<file path="config.mk">
export PLATFORM = sky130hd
export DESIGN_NAME = regfile_mp
export DESIGN_NICKNAME = d
export VERILOG_FILES = /design/src/rtl/regfile_mp.sv
export SDC_FILE = /design/constraint.sdc
export NUM_CORES = 2
export LEC_CHECK = 0
export BUFFER_PORTS_ARGS = -buffer_cell sky130_fd_sc_hd__buf_2
export CAP_MARGIN = 30
export CELL_PAD_IN_SITES_DETAIL_PLACEMENT = 1
export CELL_PAD_IN_SITES_GLOBAL_PLACEMENT = 2
export CORE_MARGIN = 3
export CORE_UTILIZATION = 41
export DETAILED_ROUTE_END_ITERATION = 10
export GPL_TIMING_DRIVEN = 0
export PLACE_DENSITY_LB_ADDON = 0.2
export RECOVER_POWER = 50
export SLEW_MARGIN = 40
export SYNTH_ARGS = -nofsm -noshare
export SYNTH_HDL_FRONTEND = slang
export SYNTH_SLANG_ARGS = --single-unit
</file>
<file path="constraint.sdc">
create_clock -name clk -period 38.1 [get_ports clk]
set_input_delay 1.905 -clock clk [delete_from_list [all_inputs] [get_ports clk]]
set_output_delay 1.905 -clock clk [all_outputs]
set_load 0.1 [all_outputs]
</file>
<file path="src/rtl/regfile_mp.sv">
// Multi-port integer register file with dual write, optional bypass
// and a per-register busy scoreboard for pipelined issue.
module regfile_mp #(
    parameter int XLEN     = 32,
    parameter int NREGS    = 32,
    parameter int AW       = 5,
    parameter int NRD      = 2,
    parameter bit ZERO_REG = 1'b1,
    parameter bit BYPASS   = 1'b1
) (
    input  logic              clk,
    input  logic              rst,
    input  logic              we1,
    input  logic [AW-1:0]     wa1,
    input  logic [XLEN-1:0]   wd1,
    input  logic              we2,
    input  logic [AW-1:0]     wa2,
    input  logic [XLEN-1:0]   wd2,
    input  logic [NRD*AW-1:0] ra,
    output logic [NRD*XLEN-1:0] rd,
    input  logic              bset,
    input  logic [AW-1:0]     bset_addr,
    output logic [NRD-1:0]    busy,
    output logic              busy_any
);

    logic [XLEN-1:0]  regs [NREGS];
    logic [NREGS-1:0] busy_q;
    logic [NREGS-1:0] busy_nxt;
    logic             wok1;
    logic             wok2;

    assign wok1 = we1 && !(ZERO_REG && wa1 == '0);
    assign wok2 = we2 && !(ZERO_REG && wa2 == '0);

    // Port 2 is written last so it wins an address collision.
    always_ff @(posedge clk or posedge rst) begin
        if (rst) begin
            for (int r = 0; r < NREGS; r++) begin
                regs[r] <= '0;
            end
        end else begin
            if (wok1) regs[wa1] <= wd1;
            if (wok2) regs[wa2] <= wd2;
        end
    end

    // Writes retire the old producer first; a same-cycle issue re-marks it.
    always_comb begin
        busy_nxt = busy_q;
        if (we1) busy_nxt[wa1] = 1'b0;
        if (we2) busy_nxt[wa2] = 1'b0;
        if (bset) busy_nxt[bset_addr] = 1'b1;
        if (ZERO_REG) busy_nxt[0] = 1'b0;
    end

    always_ff @(posedge clk or posedge rst) begin
        if (rst) begin
            busy_q   <= '0;
            busy_any <= 1'b0;
        end else begin
            busy_q   <= busy_nxt;
            busy_any <= |busy_nxt;
        end
    end

    for (genvar i = 0; i < NRD; i++) begin : g_rd
        logic [AW-1:0]   addr;
        logic            hit1;
        logic            hit2;
        logic [XLEN-1:0] val;
        logic            bsy;

        assign addr = ra[i*AW +: AW];
        assign hit1 = BYPASS && we1 && wa1 == addr;
        assign hit2 = BYPASS && we2 && wa2 == addr;

        always_comb begin
            val = regs[addr];
            bsy = busy_q[addr];
            if (hit2) begin
                val = wd2;
            end else if (hit1) begin
                val = wd1;
            end
            if (hit1 || hit2) bsy = 1'b0;
            if ((ZERO_REG && addr == '0) || rst) begin
                val = '0;
                bsy = 1'b0;
            end
        end

        assign rd[i*XLEN +: XLEN] = val;
        assign busy[i]            = bsy;
    end

endmodule

</file>
==> flow_metrics.tcl <==
set metrics [dict create \
    synth_top_area_share_pct 39.7 \
    totalWireLength_um 438000 \
    max_cap_viol_count 16 \
    cp_max_fo 71 \
    violations "capacitance limit, slew limit" \
    cts_made_buffers 136 \
    timing.fmax_ghz 0.0580 \
    ys_async_sr_fraction_pct 100 \
    grt_overflow 0 \
    layoutNonFillerInstCount 9884 \
    slowest_delay_ns 3.05 \
    worst_slew_pin_slew_ns 4.32 \
    dp_cells 9615 \
    cts-resized-gates 0 \
    hp-class "reg2reg" \
    routed_via_density 7.07 \
    grt_max_degree 75 \
    die_x_um 409 \
    critical_path_depth 7 \
    root_buffer "clkbuf_16" \
    insertion_delay_ns 0.79 \
    cts_setup_buffers 0 \
    start_util_pct 41.4 \
    relSlewSlack_pct -188 \
    syn_to_final_growth_pct 14.1 \
    synth.area.top_cells "dfrtp_1 (40%), mux2i_1 (11%), mux4_2 (9.7%)" \
    die_height_um 409 \
    p_leak_nw 33.0 \
    synthFlopType "dfrtp_1" \
    syn-num-nets 7361 \
    p_total_mw 4.30 \
    seq_area_frac_synth_pct 39.7 \
    synthCells 7267 \
    layout.nets 7693 \
    drive_above_1_share_pct 17.6 \
    fillCellCount 18500 \
    hpwl_um 355000 \
    placeableCoreArea_mm2 0.161 \
    finClkSkew_ns 0.00557 \
    p_per_area_mw_per_mm2 56.6 \
    reg2regPathDepth 4 \
    worst-setup-path-type "in2async" \
    vdd_drop_max_mv 0.0472 \
    rsz0062_at_grt "no" \
    synth.distinct_cells 59 \
    cts_num_sinks 1056 \
    clk_pin_slew_ns 0.06 \
    cts_htree_levels 4 \
    cp_data_arrival_time_ns 17.38 \
    grtUsageTotal_pct 50.9 \
    path_delay_family "buffers and inverters" \
    start_kind "input pin" \
    final-max-slew-violation-count 1066 \
    cp-end-kind "asynchronous set/reset pin" \
    synth-edff-count 0 \
    setup_violations 0 \
    io_buffers 92 \
    grt_pass1_vias 69000 \
    path_buf_inv 7 \
    path_cells "clkbuf_1 -> clkinvlp_2 -> clkbuf_1 -> clkbuf_1 -> clkbuf_1 -> clkbuf_1 -> clkbuf_1" \
    postRouteAntennaNets 0 \
    drt_iter0_drc 11000 \
    cts_tree "yes" \
    place.gp.congestion 1.10 \
    worstPathRequired_ns 38.24 \
    status "complete, but fails checks" \
    worst_slack_ns 20.86 \
    drcViolationCount 0 \
    post-synth-top-area-cell "dfrtp_1" \
    wl_per_cell_um 44.3 \
    cts.path.max_buffers 3 \
    fin_crit_sh_pct 45.3 \
    synth_area_mm2 0.0666 \
    fin_crit_ns 17.24 \
    top_level_ports 161 \
    crit_slowest_cell "clkbuf_1" \
    die_area_mm2 0.167 \
    setup_tns_ns 0 \
    hold_buffers 0 \
    grt_pass1_wl_um 583000 \
    synth-seq-cells 1056 \
    cp_common_cell "clkbuf_1" \
    antenna_found_initial 36 \
    rows 147 \
    dpl_worst_slack_ns 30.25 \
    yosysWarnings 0 \
    routed-via-count 69900 \
    hold_viol_final 0 \
    synth_area_per_cell_um2 9.17 \
    dr.pass1.iters 6 \
    whs_path_depth 1 \
]
[routing by layer]
metal	part of all wire [%]	GRT usage (%)	vias up
li1	-	-	27200
met1	36	61.3	35800
met2	42	74.2	5305
met3	12	17.2	1666
met4	9.9	40.9	22
met5	0.031	0	-
[state kept, by name, indices dropped and copies added, names as in the netlist]
register / count
regs: 1024
busy_any: 1
busy_q: 31
[cell type report]
class                      count  area (um^2)  share of cell area, %
clock buffer                 191         4020                   5.29
buffer                       895         4010                   5.27
clock inverter                50          654                  0.861
tap                         2160         2700                   3.55
inverter                       3         12.5                 0.0165
sequential                  1056        26400                   34.8
antenna                       22         55.1                 0.0724
timing repair buffer         194         1180                   1.55
multi-input combinational   5313        37000                   48.6
[synth_stat cells, types with 63 or more instances]
library cell / instances
nand2_1: 1079
dfrtp_1: 1056
mux2i_1: 750
nor2_1: 746
o21ai_0: 663
clkbuf_1: 628
a21oi_1: 603
mux4_2: 288
a31oi_1: 265
a22oi_1: 226
buf_2: 128
mux2_2: 125
o221ai_1: 122
o22ai_1: 122
buf_1: 76
a22o_1: 65
a2111oi_0: 63
[final timing paths]
| path | start | end | slack [ns] |
|---|---|---|---|
| max in group clk | ra[5] | rd[54] | 29.95 |
| worst max register to register | busy_q[11] | busy_any | 36.07 |
| worst max-delay path | rst | regs[206] | 20.86 |
| min in group asynchronous | rst | regs[992] | 1.34 |
| worst min-delay path | regs[994] | regs[994] | 0.48 |
| worst min register to register | regs[994] | regs[994] | 0.48 |
[logic make-up (layout without fill, tap and decap cells)]
logic type,Yosys count,after routing,share of synthesized area [%]
xor+xnor,20,20,0.263
buf+inv,898,1333,5.58
other cells,0,22,0
compound gates,2186,2186,19.8
simple gates,1944,1944,11.6
mux,1163,1163,23.1
flops,1056,1056,39.7
[where the power goes]
group / internal [mW] / leakage [nW] / switching, mW / total, mW
Combinational: 0.480 / 17.6 / 0.717 / 1.20
Sequential: 1.40 / 13.1 / 0.287 / 1.69
Clock: 0.825 / 2.32 / 0.589 / 1.41
Total: 2.71 / 33.0 / 1.59 / 4.30
[stage by stage]
stage / util [%] / hold WS, ns / instance area [um^2]
global placement: 43.4 / 0.457 / 69800
CTS: 47.4 / 0.482 / 76300
global route: 47.2 / 0.504 / 76000
floorplan: - / 0.445 / 66600
finish: 47.2 / 0.485 / 76000
detailed placement: 44.5 / 0.469 / 71600
[placed cells by master (no fill, tap or decap), types with 11 or more instances in the layout]
master / instances
a2111oi_2: 61
a21oi_1: 603
a22o_1: 65
a22oi_1: 226
a31oi_1: 265
a32o_1: 29
a32oi_1: 15
and3_1: 20
and3b_1: 13
buf_1: 57
buf_2: 293
buf_4: 47
bufinv_16: 13
clkbuf_1: 443
clkbuf_16: 139
clkbuf_2: 252
clkbuf_8: 35
clkinv_2: 26
dfrtp_1: 1056
diode_2: 22
mux2_2: 125
mux2i_1: 750
mux4_2: 288
nand2_1: 1081
nor2_1: 709
nor2_2: 37
nor3b_1: 11
o21ai_0: 662
o221ai_1: 122
o22ai_1: 122
xor2_1: 16
Power figures use the tool's default switching activity.
